==> config.mk <==
export PLATFORM = sky130hd
export DESIGN_NAME = hs_dpath_sfr_elastic_tap_flat
export DESIGN_NICKNAME = d
export VERILOG_FILES = /design/src/rtl/hs_dpath_pkg.sv /design/src/rtl/hs_dpath_sfr_elastic_tap_if.sv /design/src/rtl/hs_dpath_sfr_elastic_stage.sv /design/src/rtl/hs_dpath_sfr_elastic_tap.sv /design/src/flat_wrapper.sv
export SDC_FILE = /design/constraint.sdc
export NUM_CORES = 1
export LEC_CHECK = 0
export CAP_MARGIN = 20
export CORE_AREA = 2 2 39 41
export DETAILED_ROUTE_END_ITERATION = 6
export DIE_AREA = 0 0 41 43
export PLACE_DENSITY_LB_ADDON = 0.3
export SKIP_LAST_GASP = 1
export SLEW_MARGIN = 20
export SYNTH_ARGS = -nofsm -noshare
export SYNTH_HDL_FRONTEND = slang
export SYNTH_HIERARCHICAL = 1
export SYNTH_SLANG_ARGS = --single-unit
==> constraint.sdc <==
create_clock -name clk -period 1 [get_ports clk]
set_input_delay 0.2 -clock clk [delete_from_list [all_inputs] [get_ports clk]]
set_output_delay 0.2 -clock clk [all_outputs]
set_load 0.005 [all_outputs]
==> src/rtl/hs_dpath_pkg.sv <==
//----------------------------------------------------------------------------
// hs_dpath_pkg
//
// Purpose : Shared declarations for the elastic tapped shift register family.
//           Provides the latency ceiling, the occupancy-counter width helper
//           and the transfer-kind encoding used by the optional occupancy
//           counter (HS_DPATH_SFR_OCC_CNT_EN).
// Ports   : none (package).
//----------------------------------------------------------------------------
package hs_dpath_pkg;

    // Largest supported number of stages.
    localparam int HS_DPATH_SFR_MAX_LATENCY = 1024;

    // Bits needed to count 0..latency valid stages.
    function automatic int hs_dpath_occ_width(input int latency);
        return $clog2(latency + 1);
    endfunction

    // Handshake activity in one cycle, encoded as {input_xfer, output_xfer}.
    typedef enum logic [1:0] {
        XFER_NONE = 2'b00,
        XFER_OUT  = 2'b01,
        XFER_IN   = 2'b10,
        XFER_BOTH = 2'b11
    } hs_dpath_xfer_e;

endpackage : hs_dpath_pkg

==> src/rtl/hs_dpath_sfr_elastic_tap_if.sv <==
//----------------------------------------------------------------------------
// hs_dpath_sfr_elastic_tap_if
//
// Purpose : One valid/ready/data handshake link carrying CHANNELS lanes of
//           DATA_TYPE. The same interface describes both the upstream and
//           the downstream side of the elastic shift register.
// Signals : valid - source holds a beat
//           ready - sink accepts this cycle
//           data  - CHANNELS x DATA_TYPE payload
// Modports: master - drives valid/data, receives ready
//           slave  - receives valid/data, drives ready
//----------------------------------------------------------------------------
interface hs_dpath_sfr_elastic_tap_if #(
    parameter type DATA_TYPE = logic,
    parameter int  CHANNELS  = 1
);

    logic                       valid;
    logic                       ready;
    DATA_TYPE [CHANNELS-1:0]    data;

    modport master (
        output valid,
        output data,
        input  ready
    );

    modport slave (
        input  valid,
        input  data,
        output ready
    );

endinterface : hs_dpath_sfr_elastic_tap_if

==> src/rtl/hs_dpath_sfr_elastic_stage.sv <==
//----------------------------------------------------------------------------
// hs_dpath_sfr_elastic_stage
//
// Purpose : One stage of the elastic shift register. When the stage is
//           allowed to advance it takes the upstream valid; its payload is
//           only overwritten by a real beat, so bubbles leave data stable.
//           flush clears the valid without touching the payload.
// Ports   : clk      - clock, rising edge
//           sreset   - synchronous active-high reset (highest priority)
//           flush    - synchronous clear of the stage valid
//           up_valid - valid of the feeding stage (or masked s_valid)
//           up_data  - payload of the feeding stage (or s_data)
//           adv      - stage may load from upstream this cycle
//           vld      - stage holds a beat
//           dat      - stage payload
//----------------------------------------------------------------------------
module hs_dpath_sfr_elastic_stage
    import hs_dpath_pkg::*;
#(
    parameter type      DATA_TYPE   = logic,
    parameter DATA_TYPE RESET_VALUE = '0,
    parameter int       CHANNELS    = 1
) (
    input  logic                    clk,
    input  logic                    sreset,
    input  logic                    flush,
    input  logic                    up_valid,
    input  DATA_TYPE [CHANNELS-1:0] up_data,
    input  logic                    adv,
    output logic                    vld,
    output DATA_TYPE [CHANNELS-1:0] dat
);

    logic                    vld_q, vld_d;
    DATA_TYPE [CHANNELS-1:0] dat_q, dat_d;

    // NOTE: every always_comb output gets a hold default first, so no path
    //       leaves it unassigned and no latch is inferred.
    always_comb begin
        vld_d = vld_q;
        dat_d = dat_q;
        if (flush) begin
            vld_d = 1'b0;
        end else if (adv) begin
            vld_d = up_valid;
            if (up_valid) begin
                dat_d = up_data;
            end
        end
    end

    // NOTE: state is written with non-blocking assignments only, so every
    //       stage samples its neighbour's pre-edge value.
    always_ff @(posedge clk) begin
        if (sreset) begin
            vld_q <= 1'b0;
            // NOTE: the payload is reset too, because the taps expose it
            //       and must read RESET_VALUE right after reset.
            for (int c = 0; c < CHANNELS; c++) begin
                dat_q[c] <= RESET_VALUE;
            end
        end else begin
            vld_q <= vld_d;
            dat_q <= dat_d;
        end
    end

    assign vld = vld_q;
    assign dat = dat_q;

endmodule : hs_dpath_sfr_elastic_stage

==> src/rtl/hs_dpath_sfr_elastic_tap.sv <==
//----------------------------------------------------------------------------
// hs_dpath_sfr_elastic_tap
//
// Purpose : Parametrised elastic shift register with LATENCY stages,
//           valid/ready handshake on both ends, bubble collapsing and
//           per-stage taps. With m_ready held high a beat accepted in
//           cycle t leaves at cycle t+LATENCY; under backpressure empty
//           stages keep filling until all LATENCY stages hold a beat.
// Ports   : clk       - clock, rising edge
//           sreset    - synchronous active-high reset, drops all beats
//           flush     - clears every stage valid next cycle, payloads kept
//           s_if      - upstream link (slave): s_valid / s_ready / s_data
//           m_if      - downstream link (master): m_valid / m_ready / m_data
//           tap_valid - per-stage valid, bit LATENCY-1 is the output stage
//           tap_data  - per-stage payload, entry LATENCY-1 is m_data
//           occ_cnt   - number of valid stages (HS_DPATH_SFR_OCC_CNT_EN only)
// Config  : define HS_DPATH_SFR_OCC_CNT_EN to add the occ_cnt output and its
//           consistency assertion against tap_valid.
// Timing  : the ready/advance path is combinational across all stages.
//----------------------------------------------------------------------------
module hs_dpath_sfr_elastic_tap
    import hs_dpath_pkg::*;
#(
    parameter type      DATA_TYPE   = logic,
    parameter DATA_TYPE RESET_VALUE = '0,
    parameter int       LATENCY     = 2,
    parameter int       CHANNELS    = 1
) (
    input  logic                                  clk,
    input  logic                                  sreset,
    input  logic                                  flush,
    hs_dpath_sfr_elastic_tap_if.slave             s_if,
    hs_dpath_sfr_elastic_tap_if.master            m_if,
    output logic [LATENCY-1:0]                    tap_valid,
    output DATA_TYPE [LATENCY-1:0][CHANNELS-1:0]  tap_data
`ifdef HS_DPATH_SFR_OCC_CNT_EN
    ,
    output logic [hs_dpath_occ_width(LATENCY)-1:0] occ_cnt
`endif
);

    logic [LATENCY-1:0]                   vld;
    logic [LATENCY-1:0]                   adv;
    logic [LATENCY-1:0]                   up_vld;
    DATA_TYPE [LATENCY-1:0][CHANNELS-1:0] up_dat;
    DATA_TYPE [LATENCY-1:0][CHANNELS-1:0] dat;
    logic                                 s_ready;

    // The recursive chain adv[i] = !vld[i] | adv[i+1] with
    // adv[LATENCY-1] = !vld[LATENCY-1] | m_ready unrolls to: a stage may
    // advance when downstream is ready or any stage from i to the output is
    // empty. Written flat so no signal feeds back into its own vector.
    for (genvar i = 0; i < LATENCY; i++) begin : g_stage
        assign adv[i] = m_if.ready | ~(&vld[LATENCY-1:i]);

        if (i == 0) begin : g_head
            // flush forces s_ready low, so the head stage must not take the
            // offered beat either.
            assign up_vld[i] = s_if.valid & ~flush;
            assign up_dat[i] = s_if.data;
        end else begin : g_body
            assign up_vld[i] = vld[i-1];
            assign up_dat[i] = dat[i-1];
        end

        hs_dpath_sfr_elastic_stage #(
            .DATA_TYPE   (DATA_TYPE),
            .RESET_VALUE (RESET_VALUE),
            .CHANNELS    (CHANNELS)
        ) u_stage (
            .clk      (clk),
            .sreset   (sreset),
            .flush    (flush),
            .up_valid (up_vld[i]),
            .up_data  (up_dat[i]),
            .adv      (adv[i]),
            .vld      (vld[i]),
            .dat      (dat[i])
        );
    end

    assign s_ready     = adv[0] & ~flush;
    assign s_if.ready  = s_ready;
    assign m_if.valid  = vld[LATENCY-1];
    assign m_if.data   = dat[LATENCY-1];
    assign tap_valid   = vld;
    assign tap_data    = dat;

`ifdef HS_DPATH_SFR_OCC_CNT_EN
    localparam int OCC_W = hs_dpath_occ_width(LATENCY);

    logic [OCC_W-1:0] occ_cnt_q, occ_cnt_d;
    hs_dpath_xfer_e   xfer;

    // Internal moves conserve the beat count; only the two ends change it.
    always_comb begin
        xfer      = hs_dpath_xfer_e'({s_if.valid & s_ready,
                                      m_if.valid & m_if.ready});
        occ_cnt_d = occ_cnt_q;
        if (flush) begin
            occ_cnt_d = '0;
        end else begin
            case (xfer)
                XFER_IN:  occ_cnt_d = occ_cnt_q + OCC_W'(1);
                XFER_OUT: occ_cnt_d = occ_cnt_q - OCC_W'(1);
                default:  occ_cnt_d = occ_cnt_q;
            endcase
        end
    end

    always_ff @(posedge clk) begin
        if (sreset) begin
            occ_cnt_q <= '0;
        end else begin
            occ_cnt_q <= occ_cnt_d;
        end
    end

    assign occ_cnt = occ_cnt_q;

    a_occ_matches_taps : assert property (
        @(posedge clk) disable iff (sreset)
        occ_cnt_q == OCC_W'($countones(vld))
    );
`endif

endmodule : hs_dpath_sfr_elastic_tap

==> src/flat_wrapper.sv <==
// flat-port wrapper written by rule: the top's interface ports become plain ports
module hs_dpath_sfr_elastic_tap_flat import hs_dpath_pkg::*;
#(
    parameter type      DATA_TYPE   = logic,
    parameter DATA_TYPE RESET_VALUE = '0,
    parameter int       LATENCY     = 2,
    parameter int       CHANNELS    = 1
)
  (clk, sreset, flush, tap_valid, tap_data, s_if_valid, s_if_data, s_if_ready, m_if_valid, m_if_data, m_if_ready);
  hs_dpath_sfr_elastic_tap_if #(.DATA_TYPE(DATA_TYPE), .CHANNELS(CHANNELS)) s_if_i ();
  hs_dpath_sfr_elastic_tap_if #(.DATA_TYPE(DATA_TYPE), .CHANNELS(CHANNELS)) m_if_i ();
  input  logic clk;
  input  logic sreset;
  input  logic flush;
  output logic [LATENCY-1:0] tap_valid;
  output DATA_TYPE [LATENCY-1:0][CHANNELS-1:0] tap_data;
  input wire logic [$bits(s_if_i.valid)-1:0] s_if_valid;
  input wire logic [$bits(s_if_i.data)-1:0] s_if_data;
  output wire logic [$bits(s_if_i.ready)-1:0] s_if_ready;
  output wire logic [$bits(m_if_i.valid)-1:0] m_if_valid;
  output wire logic [$bits(m_if_i.data)-1:0] m_if_data;
  input wire logic [$bits(m_if_i.ready)-1:0] m_if_ready;
  assign s_if_i.valid = s_if_valid;
  assign s_if_i.data = s_if_data;
  assign s_if_ready = s_if_i.ready;
  assign m_if_valid = m_if_i.valid;
  assign m_if_data = m_if_i.data;
  assign m_if_i.ready = m_if_ready;
  hs_dpath_sfr_elastic_tap #(.DATA_TYPE(DATA_TYPE), .RESET_VALUE(RESET_VALUE), .LATENCY(LATENCY), .CHANNELS(CHANNELS)) u_core (.clk(clk), .sreset(sreset), .flush(flush), .s_if(s_if_i), .m_if(m_if_i), .tap_valid(tap_valid), .tap_data(tap_data));
endmodule
==> flow_summary.toml, run 1 <==
[clock_tree]
cts-root-buf = "clkbuf_4"
clock_latency_ps = 230
cts-htree-levels = 1
cts-buffers-inserted = 3
clock_path_buffers = 2
cts_tree = "done"
cts_sinks = 4
clkTransAtPathRegs_ps = 40

[worst_hold_path]
min_path_cells = 3
worstHoldEndpoint = "u_core/g_stage[1].u_stage/vld"
hold_class = "input port to flop"
min_from = "flush"

[worst_setup_path]
reg2reg_slack_ps = -90
cp-start-kind = "flop"
cp-end-kind = "output port"
timing.rr.start = "u_core/g_stage[1].u_stage/vld"
critPathKind = "flop to output port"
worst_r2r_path_depth = 6
r2r_end = "u_core/g_stage[0].u_stage/dat"
crit_required_ps = 800
crit_path_max_fanout = 2
arrival_ps = 960

[power_and_ir_drop]
powerDensity_nw_per_um2 = 976
p_leak_nw = 0.251
p_sw_share_pct = 20.7
finalPower_uw = 429
p_int_uw = 340
pwr-share-clk_pct = 46.5
pwr-share-comb_pct = 14.8
p_seq_share_pct = 38.7
ir_drop_v = 0.000368
power_switching_uw = 88.6

[grt]
grt_pass1_vias = 249
grt-busiest-layer = "met1"
grtUsageMet2_pct = 10.3
grt_pass1_wl_um = 986
use_met3_pct = 4.71
gr-usage-all-layers_pct = 8.74
use_met1_pct = 11.6
grt_max_degree = 6
antenna_found_initial = 0
grt_overflow = 0

[drt]
viasPerCell = 3.88
drt-total-wl_um = 573
firstDrtPassIters = 2
wl_per_cell_um = 9.55
drcViolationCount = 0
ant_nets = 0
vias = 233
drt_iter0_drc = 2

[sta]
finalHoldViolations = 0
setup_violations = 5
tightest_slew_ps = 133
report.final.slew_viol_count = 0
fmaxAchievable_mhz = 859
clock_skew_ps = 0.505
fin_ws_ps = -164
rsz0062_at_grt = "yes"
period_minus_slack_ps = 1160
slew_headroom_pct = 90.9
holdWs_ps = 476
finalCritPeriodShare_pct = 116

[die]
rows = 14
io_pins = 13
dieArea_sq_um = 1760
initial_core_util_pct = 17.3
core_area_sq_um = 1380
die_h_um = 43
die_w_um = 41

[placed_design]
detailedPlace.worstSlack_ps = -652
io_buffers = 12
placed_area_sq_um = 402
hpwl_um = 399
globalplace.congestion = 0.566

[job]
maxCapViolations = 0

[run_status]
violations = "negative setup slack"
status = "complete, but fails checks"

[synth]
ys_seq_area_share_pct = 33.5
syn-instance-count = 23
synth_area_leader_cell = "dfxtp_1"
yosys_warnings = 6
synth_top_cell_area_share_pct = 33.5
synthDistinctLibCells = 9
syn_avg_cell_area_sq_um = 10.4
ys_ff_latch = 4
syn-cell-area_sq_um = 239
mappedNetlistNets = 29
ys_top_cells_by_area = "dfxtp_1 34%, mux2i_1 17%, nand2b_1 13%"

[layout]
final_area_sq_um = 439
fin_nets = 52
antenna_cells = 0
area_growth_pct = 83.8
drive_gt1_share_pct = 56.8
final_util_pct = 31.7
nFillCells = 147
-- cell usage in the layout (no fill, tap or decap), drive strengths merged --
cell | synthesis | layout
nand3b | 3 | 3
dlygate4sd2 | 0 | 2
clkbuf | 0 | 6
dfxtp | 4 | 4
mux2i | 4 | 4
buf | 3 | 13
nor3 | 2 | 2
nand2b | 5 | 5
nor2b | 2 | 2
clkdlybuf4s50 | 0 | 3
-- through the flow --
step / setup TNS [ps] / instances
after global placement: -2160 / 54
after CTS: -191 / 58
after detailed placement: -2320 / 54
final: -472 / 60
after global routing: -891 / 60
after floorplan: 0 / 23
-- cell type report --
class / instances / area [sq um] / area share (%)
sequential: 4 / 83.8 / 19.1
clock buffer: 3 / 22.5 / 5.13
timing repair buffer: 21 / 174 / 39.6
multi-input combinational: 16 / 139 / 31.6
tap: 16 / 20.0 / 4.56
-- logic make-up (layout without fill, tap and decap cells) --
group                  count (synthesis)  in the layout  share of synthesized area [%]
buffers and inverters                  3             24                           9.42
and+or+nand+nor                       12             12                           40.3
DFF                                    4              4                           33.5
muxes                                  4              4                           16.8
-- critical path: stages, from the launching register on --
cell      delay, ps
dfxtp_2         320
buf_6            90
nand3b_4         70
nor2b_4         120
buf_2           120
-- registers in the layout (all words and copies together) (netlist names) --
| register | flops |
|---|---|
| u_core/g_stage.u_stage/dat | 2 |
| u_core/g_stage.u_stage/vld | 2 |
-- power by group through the flow --
stage,Combinational (mW),Sequential (mW),Clock (mW)
after detailed placement,0.0671,0.168,0
after CTS,0.0626,0.166,0.215
after global routing,0.0688,0.166,0.226
after floorplan,0.0204,0.169,0
final,0.0632,0.166,0.199
after global placement,0.0650,0.168,0
-- what timing repair did --
item	CTS	global route
gates resized for setup	30	6
hold buffers	0	0
endpoints found under the setup margin	10	8
setup buffers	1	2
cloned	0	0
-- worst max-delay path by stage --
stage | startpoint | to | cells past startpoint
after floorplan | u_core/g_stage[1].u_stage/vld | u_core/g_stage[1].u_stage/dat | 3
after global placement | m_if_ready | s_if_ready | 4
after detailed placement | m_if_ready | s_if_ready | 4
after CTS | u_core/g_stage[1].u_stage/vld | s_if_ready | 4
after global routing | u_core/g_stage[1].u_stage/vld | s_if_ready | 4
final | u_core/g_stage[1].u_stage/vld | s_if_ready | 4
-- layer usage --
layer	vias up	routed length, um	share of wire, %
li1	120	-	-
met1	100	261	46
met2	13	235	41
met3	0	76	13
met4	0	0	0
met5	-	0	0
-- synthesized netlist by cell type --
| cell type | count |
|---|---|
| nand2b_1 | 5 |
| buf_4 | 3 |
| nor2b_4 | 1 |
| nor2b_1 | 1 |
| dfxtp_1 | 4 |
| nand3b_1 | 2 |
| nand3b_4 | 1 |
| nor3_1 | 2 |
| mux2i_1 | 4 |
(Power assumes the default switching activity.)
==> run 2, diff against run 1 <==
Settings changed: CTS_BUF_LIST set to sky130_fd_sc_hd__clkbuf_8.
==> flow_summary.toml, run 2 (synthesis results as in run 1) <==
[run_status]
status = "complete, but fails checks"
violations = "negative setup slack"

[die]
core_area_sq_um = 1380
dieArea_sq_um = 1760
io_pins = 13
rows = 14
die_w_um = 41
initial_core_util_pct = 17.3
die_h_um = 43

[clock_tree]
clkTransAtPathRegs_ps = 30
cts-htree-levels = 1
clock_path_buffers = 2
cts_tree = "done"
ctsHoldBuffers = 0
cts-root-buf = "clkbuf_8"
cts-buffers-inserted = 3
cts_sinks = 4
clock_latency_ps = 210

[worst_setup_path]
worst_path_dominant_cell_family = "flip-flops"
timing.rr.start = "u_core/g_stage[1].u_stage/vld"
worst_r2r_path_depth = 5
cp_slowest_cell = "dfxtp_4"
cp-start-kind = "flop"
path_buf_inv = 1
arrival_ps = 890
cp_cell_sequence = "nand3b_4 > nor2b_4 > buf_2"
crit_required_ps = 800
r2r_end = "u_core/g_stage[1].u_stage/dat"
reg2reg_slack_ps = -30
critPathKind = "flop to output port"
crit_path_max_fanout = 2
cp-end-kind = "output port"
crit_path_max_incr_delay_ps = 350

[layout]
layout_common_cells = "7 x buf_4, 5 x nand2b_1, 4 x mux2i_1"
nFillCells = 139
layout.cells.non_filler = 59
area_growth_pct = 92.7
mostFrequentLayoutCell = "buf_4"
fin_nets = 51
drive_gt1_share_pct = 48.8
antenna_cells = 0
final_util_pct = 33.3
final_area_sq_um = 460

[placed_design]
io_buffers = 12
globalplace.congestion = 0.566
dp.cells = 54
hpwl_um = 399
detailedPlace.worstSlack_ps = -652
placed_area_sq_um = 402

[job]
maxCapViolations = 0

[sta]
setup_violations = 3
fin_tns_setup_ps = -137
rsz0062_at_grt = "yes"
holdWs_ps = 489
finalCritPeriodShare_pct = 109
finalHoldViolations = 0
clock_skew_ps = 0.0696
period_minus_slack_ps = 1090
tightest_slew_ps = 132
fmaxAchievable_mhz = 921
slew_headroom_pct = 91.0
fin_ws_ps = -85.7
report.final.slew_viol_count = 0

[drt]
wl_met2_um = 258
firstDrtPassIters = 4
drt_iter0_drc = 2
viasPerCell = 3.88
wl_per_cell_um = 9.93
wl_met1_um = 264
drcViolationCount = 0
drt-total-wl_um = 586
top_layer = "met3"
vias = 229
ant_nets = 0
wl_met3_um = 63

[worst_hold_path]
min_path_cells = 2
hold_class = "flop to flop"
worstHoldEndpoint = "u_core/g_stage[1].u_stage/dat"
min_from = "u_core/g_stage[1].u_stage/dat"

[grt]
grt_max_degree = 6
gr-usage-all-layers_pct = 8.84
grt_pass1_vias = 253
grt_overflow = 0
grt_pass1_wl_um = 979
antenna_found_initial = 0

[power_and_ir_drop]
finalPower_uw = 563
ir_drop_v = 0.000438
p_leak_nw = 0.252
powerDensity_nw_per_um2 = 1220
[run 2: cell types whose count changed in the layout (fill, tap and decap cells not counted)]
cell             change
clkdlybuf4s15_1      +3
dfxtp_4              +1
clkbuf_8             +3
clkbuf_2             -3
buf_6                -2
buf_4                +1
clkbuf_4             -3
dfxtp_2              -1
[run 2: worst max-delay path by stage]
stage / from / end / cells after the start
2_1_floorplan: u_core/g_stage[1].u_stage/vld / u_core/g_stage[1].u_stage/dat / 3
3_3_place_gp: m_if_ready / s_if_ready / 4
3_5_place_dp: m_if_ready / s_if_ready / 4
4_1_cts: u_core/g_stage[1].u_stage/vld / s_if_ready / 3
5_1_grt: u_core/g_stage[1].u_stage/vld / s_if_ready / 3
6_report: u_core/g_stage[1].u_stage/vld / s_if_ready / 3
[run 2: cell type report]
class                           count  area [sq um]  share of cell area [%]
Multi-Input combinational cell     16           139                    30.2
Timing Repair Buffer               20           174                    37.8
Clock buffer                        3          41.3                    8.97
Sequential cell                     4          86.3                    18.7
Tap cell                           16          20.0                    4.35
[run 2: routing by layer]
| layer | up-vias | GRT usage (%) |
|---|---|---|
| li1 | 116 | - |
| met1 | 100 | 10.6 |
| met2 | 13 | 11.6 |
| met3 | 0 | 4.71 |
| met4 | 0 | 6.00 |
| met5 | - | 0 |
[run 2: worst min-delay path: stages, from the launching register on]
cell and delay (ps):
dfxtp_2 320, nand2b_1 70, mux2i_1 60
[run 2: report_power, final]
part | leakage (nW) | switching, mW | total [mW] | internal, mW
clock network | 0.0216 | 0.0778 | 0.334 | 0.256
registers | 0.0342 | 0.00238 | 0.164 | 0.162
logic | 0.196 | 0.0214 | 0.0647 | 0.0432
total | 0.252 | 0.102 | 0.563 | 0.461
[run 2: what timing repair did]
item,CTS,global route
setup endpoints to repair,10,9
buffers inserted,2,0
resized for setup,26,6
gates cloned,0,0
==> run 3, diff against run 2 <==
Settings changed: SKIP_CTS_REPAIR_TIMING set to 1.
==> flow_summary.toml, run 3 (synthesis results as in run 1) <==
[worst_setup_path]
cp_slowest_cell = "dfxtp_2"
worst_path_dominant_cell_family = "flip-flops"
critPathKind = "flop to output port"
crit_path_max_incr_delay_ps = 310
arrival_ps = 940
cp_cell_sequence = "buf_6 > nand3b_4 > nor2b_4 > clkbuf_2"
cp-end-kind = "output port"
crit_required_ps = 800
crit_path_max_fanout = 2
path_buf_inv = 2
cp-start-kind = "flop"

[layout]
multi_input_area_sq_um = 139
layout_common_cells = "6 x dlymetal6s2s_1, 6 x buf_4, 5 x nand2b_1, 4 x mux2i_1"
antenna_cells = 0
area_growth_pct = 96.9
final_util_pct = 34.0
seq_area_sq_um = 82.6
layout.cells.non_filler = 59
final_area_sq_um = 470
nFillCells = 143
drive_gt1_share_pct = 44.2
fin_nets = 51

[drt]
firstDrtPassIters = 3
viasPerCell = 3.81
drcViolationCount = 0
drt-total-wl_um = 579
vias = 225
ant_nets = 0
wl_per_cell_um = 9.81
drt_iter0_drc = 2

[clock_tree]
cts_tree = "done"
cts_sinks = 4
cts-root-buf = "clkbuf_8"
cts-htree-levels = 1
clock_path_buffers = 2
cts-buffers-inserted = 3
clock_latency_ps = 210
clkTransAtPathRegs_ps = 30

[sta]
fmaxAchievable_mhz = 878
report.final.slew_viol_count = 0
slew_headroom_pct = 90.9
clock_skew_ps = 0.0745
finalCritPeriodShare_pct = 114
setup_violations = 3
tightest_slew_ps = 133
holdWs_ps = 386
finalHoldViolations = 0
period_minus_slack_ps = 1140
rsz0062_at_grt = "yes"
fin_ws_ps = -139

[die]
dieArea_sq_um = 1760
die_h_um = 43
core_area_sq_um = 1380
die_w_um = 41
io_pins = 13
rows = 14
initial_core_util_pct = 17.3

[placed_design]
hpwl_um = 399
globalplace.congestion = 0.566
detailedPlace.worstSlack_ps = -652
dp.cells = 54
io_buffers = 12
placed_area_sq_um = 402

[grt]
grt_overflow = 0
antenna_found_initial = 0
grt_max_degree = 6
grt_pass1_vias = 226
gr-usage-all-layers_pct = 8.34
grt_pass1_wl_um = 938

[run_status]
status = "complete, but fails checks"
violations = "negative setup slack"

[power_and_ir_drop]
ir_drop_v = 0.000434
powerDensity_nw_per_um2 = 1200
p_leak_nw = 0.332

[worst_hold_path]
hold_class = "input port to flop"

[job]
maxCapViolations = 0
[run 3: metrics by stage]
step           setup TNS, ps  total power [mW]
2_1_floorplan              0             0.190
3_3_place_gp           -2160             0.233
3_5_place_dp           -2320             0.236
4_1_cts                -2920             0.585
5_1_grt                 -489             0.602
6_report                -271             0.565
[run 3: worst register-to-register path, stage by stage (launching register included)]
cell      delay, ps
dfxtp_2         320
buf_6            90
nand3b_4         70
buf_4           140
buf_6           110
nand3b_1        100
mux2i_1         190
[run 3: where the power goes]
| group | internal, mW | switching, mW |
|---|---|---|
| clock | 0.256 | 0.0781 |
| sequential | 0.164 | 0.00226 |
| combinational | 0.0439 | 0.0208 |
| total | 0.464 | 0.101 |
[run 3: cell type report]
type                            count  area share, %
Timing Repair Buffer               20           39.9
Multi-Input combinational cell     16           29.5
Sequential cell                     4           17.6
Clock buffer                        3           8.78
Tap cell                           16           4.26
[run 3: worst paths after layout]
| check | slack, ps | endpoint | start | cells after the start |
|---|---|---|---|---|
| worst max-delay path | -140 | s_if_ready | u_core/g_stage[1].u_stage/vld | 4 |
| worst min-delay path | 390 | u_core/g_stage[0].u_stage/vld | flush | 3 |
| worst max register to register | -90 | u_core/g_stage[0].u_stage/dat | u_core/g_stage[1].u_stage/vld | 6 |
| worst min register to register | 490 | u_core/g_stage[1].u_stage/dat | u_core/g_stage[1].u_stage/dat | 2 |
[run 3: metal layers]
layer  up-vias  wire length, um  global-route usage, %
met5         -                0                      0
met2        13              233                   8.75
met4         0                0                   6.00
met3         0               86                   4.71
li1        118                -                      -
met1        94              259                   11.9
